==> src/rtl/morse_pkg.sv <==
// Shared definitions for the Morse encoder: symbol codes, word geometry,
// FSM state encoding and the dot/dash classifier.
package morse_pkg;

    localparam int SYM_W  = 2;
    localparam int SLOTS  = 5;
    localparam int WORD_W = 10;

    // 10 is reserved and never produced.
    localparam logic [SYM_W-1:0] SYM_NONE = 2'b00;
    localparam logic [SYM_W-1:0] SYM_DOT  = 2'b01;
    localparam logic [SYM_W-1:0] SYM_DASH = 2'b11;

    typedef enum logic [1:0] {
        ST_IDLE   = 2'd0,
        ST_PRESS  = 2'd1,
        ST_GAP    = 2'd2,
        ST_COMMIT = 2'd3
    } state_t;

    // A press shorter than dash_ticks is a dot, otherwise a dash.
    function automatic logic [SYM_W-1:0] classify(input logic [2:0] ticks, input int dash_ticks);
        return (int'(ticks) < dash_ticks) ? SYM_DOT : SYM_DASH;
    endfunction

endpackage

==> src/rtl/morse_encoder_if.sv <==
// Key/commit inputs, tick strobe and code-word outputs of the Morse encoder.
interface morse_encoder_if;
    import morse_pkg::*;

    logic              tick;
    logic              key_n;
    logic              next_n;
    logic [WORD_W-1:0] q;
    logic              q_valid;
    logic [2:0]        sym_count;
    logic              overflow;

    modport master (output tick, key_n, next_n,
                    input  q, q_valid, sym_count, overflow);
    modport slave  (input  tick, key_n, next_n,
                    output q, q_valid, sym_count, overflow);

endinterface

==> src/rtl/key_sync.sv <==
// Two-flop synchronizer for an active-low raw button plus a one-cycle
// pulse on its (synchronized) falling edge. Flops reset to the released level
// so no spurious press is reported coming out of reset.
module key_sync (
    input  logic clock,
    input  logic resetn,
    input  logic i_raw_n,
    output logic o_held,
    output logic o_fall
);

    logic r_s1;
    logic r_s2;
    logic r_s3;

    // Synchronizer chain plus one history flop for edge detection.
    always_ff @(posedge clock) begin
        if (!resetn) begin
            r_s1 <= 1'b1;
            r_s2 <= 1'b1;
            r_s3 <= 1'b1;
        end else begin
            r_s1 <= i_raw_n;
            r_s2 <= r_s1;
            r_s3 <= r_s2;
        end
    end

    assign o_held = ~r_s2;
    assign o_fall = r_s3 & ~r_s2;

endmodule

==> src/rtl/morse_encoder.sv <==
// Morse key encoder: times presses in ticks, classifies dot/dash, packs up to
// five symbols into a 10-bit word (oldest symbol in the highest occupied slot)
// and commits it with a one-cycle q_valid strobe.
// Optional feature: define MORSE_AUTO_COMMIT_EN to commit automatically after
// GAP_TICKS idle ticks following the last symbol.
module morse_encoder
    import morse_pkg::*;
#(
    parameter int DASH_TICKS = 3,
    parameter int GAP_TICKS  = 7
) (
    input  logic            clock,
    input  logic            resetn,
    morse_encoder_if.slave  bus
);

    // Counters saturate at 7 (press) and 15 (gap); larger thresholds could never fire.
    if (DASH_TICKS < 1 || DASH_TICKS > 7 || GAP_TICKS < 1 || GAP_TICKS > 15) begin : g_bad_cfg
        $error("morse_encoder: tick threshold outside counter range");
    end

    state_t            r_state;
    state_t            w_state_nxt;
    logic [2:0]        r_press_cnt;
    logic [WORD_W-1:0] r_word;
    logic [WORD_W-1:0] r_q;
    logic [2:0]        r_sym_cnt;
    logic              r_ovf;
    logic              r_pending;
    logic              r_q_valid;

    logic w_key_held;
    logic w_key_fall;
    logic w_next_fall;
    logic w_next_held_unused;
    logic w_full;
    logic w_has_sym;
    logic w_gap_done;
    logic w_commit_req;

    key_sync u_key_sync (
        .clock   (clock),
        .resetn  (resetn),
        .i_raw_n (bus.key_n),
        .o_held  (w_key_held),
        .o_fall  (w_key_fall)
    );

    key_sync u_next_sync (
        .clock   (clock),
        .resetn  (resetn),
        .i_raw_n (bus.next_n),
        .o_held  (w_next_held_unused),
        .o_fall  (w_next_fall)
    );

    assign w_full    = (r_sym_cnt == 3'(SLOTS));
    assign w_has_sym = (r_sym_cnt != 3'd0);

`ifdef MORSE_AUTO_COMMIT_EN
    logic [3:0] r_gap_cnt;

    // Idle ticks since the last symbol; zero whenever the FSM is not in GAP.
    always_ff @(posedge clock) begin
        if (!resetn) begin
            r_gap_cnt <= '0;
        end else if (r_state != ST_GAP) begin
            r_gap_cnt <= '0;
        end else if (bus.tick && r_gap_cnt != 4'hF) begin
            r_gap_cnt <= r_gap_cnt + 4'd1;
        end
    end

    assign w_gap_done = (r_state == ST_GAP) && (r_gap_cnt == 4'(GAP_TICKS));
`else
    assign w_gap_done = 1'b0;
`endif

    // Only consulted in IDLE/GAP; an empty word never commits.
    assign w_commit_req = (w_next_fall || w_gap_done) && w_has_sym;

    // State register.
    always_ff @(posedge clock) begin
        if (!resetn) r_state <= ST_IDLE;
        else         r_state <= w_state_nxt;
    end

    // Next-state logic; a new press beats a simultaneous commit request
    // (a coincident next edge is kept as pending instead).
    always_comb begin
        w_state_nxt = r_state;
        case (r_state)
            ST_IDLE, ST_GAP: begin
                if (w_key_fall)        w_state_nxt = ST_PRESS;
                else if (w_commit_req) w_state_nxt = ST_COMMIT;
            end
            ST_PRESS: begin
                if (!w_key_held)
                    w_state_nxt = (r_pending || w_next_fall) ? ST_COMMIT : ST_GAP;
            end
            ST_COMMIT: w_state_nxt = ST_IDLE;
            default:   w_state_nxt = ST_IDLE;
        endcase
    end

    // Press timing, symbol assembly, overflow tracking and word commit.
    always_ff @(posedge clock) begin
        if (!resetn) begin
            r_press_cnt <= '0;
            r_word      <= '0;
            r_q         <= '0;
            r_sym_cnt   <= '0;
            r_ovf       <= 1'b0;
            r_pending   <= 1'b0;
            r_q_valid   <= 1'b0;
        end else begin
            r_q_valid <= 1'b0;
            case (r_state)
                ST_IDLE, ST_GAP: begin
                    if (w_key_fall) begin
                        r_press_cnt <= '0;
                        r_pending   <= w_next_fall && w_has_sym;
                    end
                end
                ST_PRESS: begin
                    if (w_key_held) begin
                        if (bus.tick && r_press_cnt != 3'd7) r_press_cnt <= r_press_cnt + 3'd1;
                        if (w_next_fall)                     r_pending   <= 1'b1;
                    end else begin
                        // Release: the count excludes any tick in this same cycle.
                        if (w_full) begin
                            r_ovf <= 1'b1;
                        end else begin
                            r_word    <= {r_word[WORD_W-SYM_W-1:0], classify(r_press_cnt, DASH_TICKS)};
                            r_sym_cnt <= r_sym_cnt + 3'd1;
                        end
                        r_pending <= 1'b0;
                    end
                end
                ST_COMMIT: begin
                    r_q       <= r_word;
                    r_q_valid <= 1'b1;
                    r_word    <= {SLOTS{SYM_NONE}};
                    r_sym_cnt <= '0;
                    r_ovf     <= 1'b0;
                    r_pending <= 1'b0;
                end
                default: ;
            endcase
        end
    end

    assign bus.q         = r_q;
    assign bus.q_valid   = r_q_valid;
    assign bus.sym_count = r_sym_cnt;
    assign bus.overflow  = r_ovf;

endmodule

==> src/flat_wrapper.sv <==
// flat-port wrapper written by rule: the top's interface ports become plain ports
module morse_encoder_flat import morse_pkg::*;
#(
    parameter int DASH_TICKS = 3,
    parameter int GAP_TICKS  = 7
)
  (clock, resetn, bus_tick, bus_key_n, bus_next_n, bus_q, bus_q_valid, bus_sym_count, bus_overflow);
  morse_encoder_if bus_i ();
  input  logic clock;
  input  logic resetn;
  input wire logic [$bits(bus_i.tick)-1:0] bus_tick;
  input wire logic [$bits(bus_i.key_n)-1:0] bus_key_n;
  input wire logic [$bits(bus_i.next_n)-1:0] bus_next_n;
  output wire logic [$bits(bus_i.q)-1:0] bus_q;
  output wire logic [$bits(bus_i.q_valid)-1:0] bus_q_valid;
  output wire logic [$bits(bus_i.sym_count)-1:0] bus_sym_count;
  output wire logic [$bits(bus_i.overflow)-1:0] bus_overflow;
  assign bus_i.tick = bus_tick;
  assign bus_i.key_n = bus_key_n;
  assign bus_i.next_n = bus_next_n;
  assign bus_q = bus_i.q;
  assign bus_q_valid = bus_i.q_valid;
  assign bus_sym_count = bus_i.sym_count;
  assign bus_overflow = bus_i.overflow;
  morse_encoder #(.DASH_TICKS(DASH_TICKS), .GAP_TICKS(GAP_TICKS)) u_core (.clock(clock), .resetn(resetn), .bus(bus_i));
endmodule
==> config.mk <==
export PLATFORM = sky130hd
export DESIGN_NAME = morse_encoder_flat
export DESIGN_NICKNAME = d
export VERILOG_FILES = /design/src/rtl/morse_pkg.sv /design/src/rtl/morse_encoder_if.sv /design/src/rtl/key_sync.sv /design/src/rtl/morse_encoder.sv /design/src/flat_wrapper.sv
export SDC_FILE = /design/constraint.sdc
export NUM_CORES = 1
export LEC_CHECK = 0
export CORE_AREA = 2 2 59 89
export CTS_BUF_LIST = sky130_fd_sc_hd__clkbuf_4 sky130_fd_sc_hd__clkbuf_8
export DETAILED_ROUTE_END_ITERATION = 7
export DIE_AREA = 0 0 61 91
export GPL_ROUTABILITY_DRIVEN = 0
export PLACE_DENSITY = 0.56
export SETUP_SLACK_MARGIN = 0.4
export SYNTH_ARGS = -nofsm -noshare
export SYNTH_HDL_FRONTEND = slang
export SYNTH_HIERARCHICAL = 1
export SYNTH_SLANG_ARGS = --single-unit
==> constraint.sdc <==
create_clock -name clock -period 2.4 [get_ports clock]
set_input_delay 0.72 -clock clock [delete_from_list [all_inputs] [get_ports clock]]
set_output_delay 0.72 -clock clock [all_outputs]
set_load 0.03 [all_outputs]
-- Yosys cells after proc, flatten, opt, wreduce, memory -nomap -nowiden
Index checks and enable logic that the tools add are counted.
- flip-flop bits (word level): 37
- bits in latches: 0
- memory bits (writable): 0
- memory bits (read-only): 0
- bits of input ports: 5
- output and inout bits: 15
- word-level logic and storage cells: 71
- memories: 0
- add/subtract/negate cells: 2
- $mul: 0
- divide/modulo/power cells: 0
- $lt $le $gt $ge: 1
- equality and inequality tests: 13
- shifts and indexed selects: 0
- muxes and demuxes: 24
- bitwise operators: 4
- reduce and logical (&&, ||, !) cells: 13
- operator list (cell ; count):
    $mux 10 ; 2
    $pmux 10 s2 ; 1
    $mux 3 ; 5
    $pmux 3 s2 ; 2
    $mux 2 ; 4
    $ne 2x2->1 const B ; 4
    $mux 1 ; 7
    $add 3x1->3 const B ; 2
    $ne 3x2->1 const B ; 2
    $pmux 2 s3 ; 1
    $reduce_and 3->1 ; 2
    $eq 2x2->1 const B ; 2
    $ne 2x1->1 const B ; 2
    $reduce_and 2->1 ; 2
    $reduce_and 4->1 ; 1
    $reduce_bool 2->1 ; 2
    $eq 3x3->1 const B ; 1
    $lt 3x2->1 const B ; 1
    $ne 3x3->1 const B ; 1
    $pmux 1 s3 ; 1
    $reduce_bool 3->1 ; 1
    $and 1x1->1 ; 2
    $eq 2x1->1 const B ; 1
    $logic_and 1x1->1 ; 2
    other kinds (5) ; 6

-- Logic depth before layout (Yosys ltp)
Gate-level depths: netlist (run 1).
- depth after elaboration: 6
- mapped depth: 6
- gate-level depth less buffers: 5

-- Cells and area by module
Netlist (run 1), hierarchy kept.
- modules (own cells, without submodules) (module ; instances ; cells each ; area each (µm²)):
    morse_encoder ; 1 ; 107 ; 1223.7
    key_sync ; 2 ; 8 ; 88.8

-- Worst setup path after synthesis (run 1)
Ideal clock, no wire load.
- kind: flip-flop to flip-flop
- from: register u_core.r_sym_cnt[1], in the netlist u_core/bus.sym_count[1]
- to: register u_core.r_word[1]
- arrival time: 1.367 ns
- data required time: 2.283 ns
- path slack: 0.916 ns
- stages on the path, launching flop included: 7
- path buffers: 1
- path through: dfxtp_1 inv_1 ha_1 nand2_1 a21oi_4 buf_6 a22o_1
- longest elaborated chain between the ends: 3
- RTL lines (element ; RTL line ; text):
    from (decl) ; morse_encoder.sv:27 ; logic [2:0] r_sym_cnt;
    from (signal assigned) ; morse_encoder.sv:135 ; r_sym_cnt <= r_sym_cnt + 3'd1;
    $eq 3x3->1 ; morse_encoder.sv:57 ; assign w_full = (r_sym_cnt == 3'(SLOTS));
    $ne 2x2->1 (no source line) ; -- ;
    $reduce_and 3->1 (no source line) ; -- ;
    to (signal assigned) ; morse_encoder.sv:134 ; r_word <= {r_word[WORD_W-SYM_W-1:0], classify(r_press_cnt, DASH_TICKS)};
    to (signal assigned) ; morse_encoder.sv:143 ; r_word <= {SLOTS{SYM_NONE}};
    to (decl) ; morse_encoder.sv:25 ; logic [WORD_W-1:0] r_word;
No other way between the ends.
A chain may end at the register's enable or synchronous reset.

-- Worst setup path after layout (run 1)
- from: register u_core.r_sym_cnt[2], in the netlist u_core/bus.sym_count[2]
- to: output port bus_sym_count[2]
- RTL lines (element ; RTL line ; text):
    to (decl) ; flat_wrapper.sv:16 ; output wire logic [$bits(bus_i.sym_count)-1:0] bus_sym_count;
No word-level cell between the ends.

==> results of run 1 <==
-- power by group through the flow --
stage / clock [mW] / combinational [mW] / sequential (mW)
4_1_cts: 0.564 / 0.0718 / 0.636
6_report: 0.547 / 0.0715 / 0.636
3_5_place_dp: 0 / 0.0725 / 0.650
2_1_floorplan: 0 / 0.0578 / 0.647
5_1_grt: 0.600 / 0.0772 / 0.638
3_3_place_gp: 0 / 0.0709 / 0.650
-- area by class of cell --
cell class	count	share of cell area, %
clock inverter	2	2.158
multi-input combinational	76	34.39
clock buffer	6	4.748
timing repair buffer	20	10.50
inverter	4	0.8633
tap	66	4.748
sequential	37	42.59
-- sequential cells by signal, indices dropped and copies added, names as in the netlist, 2 cells and up --
register              count
u_core/r_press_cnt        3
u_core/r_word            10
u_core/bus.q             10
u_core/bus.sym_count      3
u_core/r_state            2
-- worst paths after layout --
path	start	cells past startpoint	slack [ps]	to
worst max register to register	u_core/bus.sym_count[1]	5	1050	u_core/bus.sym_count[0]
worst min register to register	u_core/u_next_sync/r_s1	1	410	u_core/u_next_sync/r_s2
worst min-delay path	u_core/u_next_sync/r_s1	1	410	u_core/u_next_sync/r_s2
worst max-delay path	u_core/bus.sym_count[2]	1	580	bus_sym_count[2]
-- stage by stage --
step           instances  hold slack (ps)  setup WS, ps  total power, mW
2_1_floorplan        122            386.3         916.3           0.7043
3_3_place_gp         203            399.7         331.3           0.7208
3_5_place_dp         203            400.3         300.0           0.7230
4_1_cts              211            421.6         412.7            1.272
5_1_grt              211            425.4         528.6            1.315
6_report             211            414.8         584.8            1.255
-- layout by cell type (no fill, tap or decap), types with 2 or more instances in the layout --
cell type	n
a21oi_1	6
a22o_1	20
clkbuf_8	6
clkdlybuf4s50_1	4
dfxtp_1	37
dlygate4sd2_1	14
ha_1	5
inv_1	4
mux2i_1	3
nand2_1	4
nand2b_1	9
nand3_1	3
nor2_1	2
nor2b_1	4
nor3_1	3
-- layer usage --
metal	share of wire, %	routed length (um)	up-vias
li1	-	-	483
met1	44	1069	458
met2	50	1214	26
met3	5.1	125	5
met4	1.6	40	0
met5	0	0	-
==> out/metrics.cfg, run 1 <==
[placement]
dpl.hpwl_mm=1.874
placed_area_um2=1634
port_buffers=19

[sta]
tns_ps=0
maxSlewViolCount=0
fin_crit_sh_pct=75.63
finalSetupViolations=0
skew_ps=3.594
final.min_clock_period_ps=1815
max-slew-margin-rel_pct=69.86
hold_violations=0
fmax_ghz=0.5509
worst_pin_slew_ps=452.2
rsz0062_at_grt=false

[floorplan]
die_y_um=91
coreArea_um2=4771
rows=31
die_w_um=61
boundaryPins=20
initial_utilization_pct=29.29
dieArea_um2=5551

[power_and_ir_drop]
netSwitchingFraction_pct=20.73
p_comb_share_pct=5.7
net-switching-power_mw=0.2601
p_leak_nw=0.7903
seq_power_share_pct=50.7
ir_worst_vdd_mv=0.3842
p_int_mw=0.9945
power_frac_clock_pct=43.6
power.density_nw_per_um2=721.4

[clock_network]
cts_buffer_depth=2
cts_tree=built
clk_latency_ps=280
cts_root_buf=clkbuf_8
cts_buffers=5
cts_resized=14
cts.clk_slew.worst_paths_ps=70
holdBufCountCts=0
postCtsSetupBuffers=0
cts-htree-levels=2
clock_sinks=37

[worst_setup_path]
worstPathArrival_ps=1100
path_cells=dlygate4sd2_1
crit_path_max_incr_delay_ps=420
cp_max_fo=6
worst-path-buf-inv=1
worst-setup-path-type=register to primary output
cp-end-kind=primary output
cp_top_family=buffers and inverters
slowest_stage=dlygate4sd2_1
cp-start-kind=register
cp.required_ps=1680

[finish]
nNetsFinal=154
finalInstanceArea_um2=1739
syn2layout_area_growth_pct=24.44
diodes=0
drive_gt1_share_pct=12.41
seqCellArea_um2=740.7
multi_input_area_um2=598.1
fillers=486
final_util_pct=36.45

[global_route]
use_met2_pct=15.50
use_met3_pct=3.989
gr-usage-met1_pct=11.40
antenna_found_initial=0
busiest_layer=met2
grt_max_degree=13
gr-total-overflow=0
grt_first_pass_wirelength_mm=4.105
grt_pass1_vias=935
grt_use_total_pct=9.766

[job]
maxCapViolations=0

[drt]
routed_wl_mm=2.450
wl_per_cell_um=11.61
drc=0
drtIter0Drc=21
vias=972
first_pass_iters=4
ant_nets=0
vias_per_cell=4.607

[logic_synthesis]
syn-cell-area_um2=1398
avgSynthCellArea_um2=11.46
yosysWarnings=6
syn_nets=132
syn-instance-count=122

[min_path]
hold_path_class=register to register

[status]
status=completed

No activity file was read; power rests on OpenSTA's default activity.
==> run 2, diff against run 1 <==
==> constraint.sdc (replaced) <==
create_clock -name clock -period 1.8 [get_ports clock]
set_input_delay 0.54 -clock clock [delete_from_list [all_inputs] [get_ports clock]]
set_output_delay 0.54 -clock clock [all_outputs]
set_load 0.03 [all_outputs]
==> run 2 against run 1 <==
Worst hold slack improved by 6.9 ps; via count increased by 2.4%; routed wire length increased by 9.2%; sequential power increased by 34%; worst setup slack got worse by 150 ps; die area unchanged; design area about the same; critical path depth unchanged; critical endpoint is now bus_q[9]; highest routed layer unchanged.
==> out/metrics.cfg, run 2 (synthesized netlist as in run 1, its figures left out) <==
[status]
status=completed

[sta]
final.min_clock_period_ps=1363
max-slew-margin-rel_pct=73.09
maxSlewViolCount=0
worst_pin_slew_ps=403.1
rsz0062_at_grt=true
layout_setup_ws_ps=437.3
hold_ws_ps=421.7
skew_ps=3.984
fmax_ghz=0.7338
hold_violations=0
fin_crit_sh_pct=75.71
finalSetupViolations=0

[drt]
drc=0
drtIter0Drc=22
vias=995
vias_per_cell=4.628
routed_wl_mm=2.675
ant_nets=0
first_pass_iters=4
wl_per_cell_um=12.44

[min_path]
hold_path_class=register to register
holdPathEnd=u_core/u_key_sync/r_s2
hold_depth=1
min-delay-start=u_core/u_key_sync/r_s1

[global_route]
antenna_found_initial=0
grt_first_pass_wirelength_mm=4.450
grt_use_total_pct=10.76
grt_pass1_vias=987
gr-total-overflow=0
grt_max_degree=14

[placement]
port_buffers=19
dpl.hpwl_mm=1.958
placed_area_um2=1659
place_ws_ps=-88.29

[clock_network]
cts-htree-levels=2
cts_root_buf=clkbuf_8
cts_tree=built
clk_latency_ps=290
clock_sinks=37
cts_buffer_depth=2
cts_buffers=5
holdBufCountCts=0
postCtsSetupBuffers=0
cts.clk_slew.worst_paths_ps=70

[power_and_ir_drop]
power.density_nw_per_um2=882.8
p_leak_nw=0.7599
power.total_mw=1.534
ir_worst_vdd_mv=0.3916

[worst_setup_path]
cp_max_fo=2
worst-path-buf-inv=1
crit_path_max_incr_delay_ps=340
cp.required_ps=1260
r2r-start=u_core/bus.sym_count[1]
cp_top_family=flip-flops
cp-start-kind=register
cp-end-kind=primary output
worst-setup-path-type=register to primary output
worstPathArrival_ps=820
r2r_cells=5
path_cells=buf_2
slowest_stage=dfxtp_1
worstReg2RegEnd=u_core/bus.sym_count[0]
worst-r2r-setup-slack_ps=460

[floorplan]
boundaryPins=20
die_y_um=91
initial_utilization_pct=29.29
coreArea_um2=4771
dieArea_um2=5551
rows=31
die_w_um=61

[finish]
syn2layout_area_growth_pct=24.35
drive_gt1_share_pct=28.19
final_cell_mix=33 x dfxtp_1, 20 x a22o_1, 9 x buf_4, 9 x nand2b_1, 6 x a21oi_1
finalInstanceArea_um2=1738
final_util_pct=36.43
mostFrequentLayoutCell=dfxtp_1
nNetsFinal=158
diodes=0

[job]
maxCapViolations=0

==> run 2: cell count changes in the layout (fill, tap and decap cells not counted), moves of 3 or more <==
| cell | change |
|---|---|
| buf_2 | +5 |
| dlygate4sd2_1 | -13 |
| dfxtp_2 | +3 |
| dfxtp_1 | -4 |
| buf_4 | +8 |
| clkbuf_4 | +4 |
==> run 2: timing repair <==
item,CTS,global route
gates resized for setup,80,18
endpoints found under the setup margin,38,19
gates cloned,1,0
endpoints found under the hold margin,0,0
==> run 2: per-layer routing <==
metal	vias up	part of all wire, %	GRT usage [%]	routed length (um)
met5	-	0	0	0
met3	5	4.4	3.846	117
met1	474	43	12.07	1156
li1	491	-	-	-
met4	0	1.9	5.435	51
met2	25	50	17.29	1350
==> run 2: worst max-delay path by stage <==
stage / cells past startpoint / from / end / slack [ps]
2_1_floorplan: 6 / u_core/bus.sym_count[1] / u_core/bus.sym_count[1] / 440
3_3_place_gp: 4 / resetn / u_core/bus.sym_count[0] / -50
3_5_place_dp: 4 / resetn / u_core/bus.sym_count[0] / -90
4_1_cts: 1 / u_core/bus.sym_count[2] / bus_sym_count[2] / 330
5_1_grt: 5 / u_core/bus.sym_count[1] / u_core/bus.sym_count[0] / 390
6_report: 1 / u_core/bus.q[9] / bus_q[9] / 440
==> run 2: cell type report <==
| type | instances | area, um^2 |
|---|---|---|
| flip-flops and latches | 37 | 748.2 |
| fillers | 481 | 3033 |
| well taps | 66 | 82.58 |
| repair buffers | 23 | 172.7 |
| inverters | 4 | 15.01 |
| clock buffers | 5 | 68.82 |
| clock inverters | 3 | 21.27 |
| multi-input cells | 77 | 629.4 |
==> run 2: report_power, final <==
group	leakage [nW]	internal (mW)	switching, mW
Clock	0.0445	0.274	0.302
Combinational	0.413	0.0504	0.0581
Sequential	0.302	0.832	0.0175
==> run 2: stage by stage <==
step	setup TNS, ps	std cells
finish	0	215
global route	0	215
CTS	0	215
detailed placement	-1005	206
global placement	-342.2	206
floorplan	0	122
==> run 3, diff against run 2 <==
==> constraint.sdc (replaced) <==
create_clock -name clock -period 1.34 [get_ports clock]
set_input_delay 0.402 -clock clock [delete_from_list [all_inputs] [get_ports clock]]
set_output_delay 0.402 -clock clock [all_outputs]
set_load 0.03 [all_outputs]
==> run 3 against run 2 <==
Clock-buffer cell count unchanged; first-iteration DRC count grew 27%; worst hold slack worse by 8.7 ps; cell count increased by 16%; critical path depth rose by 3; utilization grew 12 points; sequential share of layout area fell by 9.1 points; routed wire length rose by 31%; worst setup slack worse by 330 ps; global-route usage up 2.6 points; die area unchanged; sequential power up 34%; critical path type is now register to register; highest routed layer unchanged.
==> out/metrics.cfg, run 3 (synthesized netlist as in run 1, its figures left out) <==
[sta]
maxSlewViolCount=0
final.min_clock_period_ps=1237
fmax_ghz=0.8084
skew_ps=9.752
max-slew-margin-rel_pct=83.93
hold_violations=0
rsz0062_at_grt=true
tns_ps=0
worst_pin_slew_ps=239.8
fin_crit_sh_pct=92.31
finalSetupViolations=0

[global_route]
grt_use_total_pct=13.41
antenna_found_initial=0
grt_max_degree=14
gr-total-overflow=0
grt_pass1_vias=1168
grt_first_pass_wirelength_mm=5.520

[clock_network]
cts_tree=built
cts_buffers=5
holdBufCountCts=0
clk_latency_ps=290
cts.clk_slew.worst_paths_ps=80
cts_root_buf=clkbuf_8
cts_buffer_depth=2
cts-htree-levels=2
clock_sinks=37

[worst_setup_path]
worst-setup-path-type=register to register
cp-end-kind=register
worst-r2r-setup-slack_ps=100
cp-start-kind=register
cp_max_fo=3
cp.required_ps=1510
worstPathArrival_ps=1410

[drt]
routed_wl_mm=3.501
vias_per_cell=4.631
first_pass_iters=4
vias=1153
drc=0
drtIter0Drc=28
ant_nets=0
wl_per_cell_um=14.06

[finish]
final_cell_mix=28 x buf_4, 20 x buf_6, 20 x a22o_1, 17 x dfxtp_1, 15 x dfxtp_2
syn2layout_area_growth_pct=64.01
mostFrequentLayoutCell=buf_4
fillers=443
drive_gt1_share_pct=60.11
nNetsFinal=192
diodes=0

[min_path]
hold_path_class=register to register

[floorplan]
dieArea_um2=5551
initial_utilization_pct=29.29
boundaryPins=20
rows=31
die_y_um=91
die_w_um=61
coreArea_um2=4771

[power_and_ir_drop]
power.density_nw_per_um2=955.2
power.total_mw=2.189
ir_worst_vdd_mv=0.4936
p_leak_nw=0.9616

[job]
maxCapViolations=0

[status]
status=completed

[placement]
port_buffers=19
dpl.hpwl_mm=1.999

## run 3: changes by cell type in the layout (fill, tap and decap cells not counted), moves of 5 or more
cell	change
buf_4	+19
buf_6	+19
dfxtp_1	-16
dfxtp_2	+12
buf_2	-5
ha_1	-5
## run 3: where the power goes
group	switching [mW]	leakage, nW	total [mW]	internal [mW]
clock	0.412	0.0445	0.781	0.369
sequential	0.0240	0.310	1.14	1.11
combinational	0.123	0.607	0.271	0.148
total	0.558	0.962	2.19	1.63
## run 3: area by class of cell
type,instances,area (um^2),share of cell area [%]
clock buffer,5,68.82,3.002
inverter,4,23.77,1.037
timing repair buffer,54,528.0,23.03
sequential,37,778.2,33.95
tap,66,82.58,3.603
multi-input combinational,80,789.5,34.44
clock inverter,3,21.27,0.9279
## run 3: path summary, 6_finish.rpt
path	start	end	depth (start not counted)
min	u_core/u_next_sync/r_s1	u_core/u_next_sync/r_s2	1
min reg2reg	u_core/u_next_sync/r_s1	u_core/u_next_sync/r_s2	1
max reg2reg	u_core/r_press_cnt[1]	u_core/r_press_cnt[1]	4
max	u_core/r_press_cnt[1]	u_core/r_press_cnt[1]	4
## run 3: per-stage QoR
step / setup WS (ps) / utilization (%) / cells / cell area [um^2] / hold slack [ps]
after floorplan: 146.8 / - / 122 / 1471 / 386.3
after global placement: -390.6 / 35.69 / 209 / 1703 / 388.7
after detailed placement: -430.1 / 35.69 / 209 / 1703 / 396.4
after CTS: 111.5 / 45.21 / 240 / 2157 / 414.9
after global routing: 16.93 / 48.05 / 249 / 2292 / 425.9
final: 103.0 / 48.05 / 249 / 2292 / 413.0
## run 3: per-layer routing
layer  track usage, %  share of wire (%)
met5                0                  0
met4            4.891                1.1
met3            4.274                2.6
met2            22.85                 56
met1            15.00                 40
## run 3: repair_timing
item | 4_1_cts | 5_1_grt
gates cloned | 5 | 0
setup buffers | 18 | 9
gates resized for setup | 55 | 12
pin swaps | 15 | 21
endpoints found under the hold margin | 0 | 0
endpoints found under the setup margin | 52 | 46
## run 3: critical path, stage by stage, from the launching register on
cell and delay (ps):
dfxtp_2 340, ha_4 160, ha_4 150, nand4b_1 290, mux2i_1 180
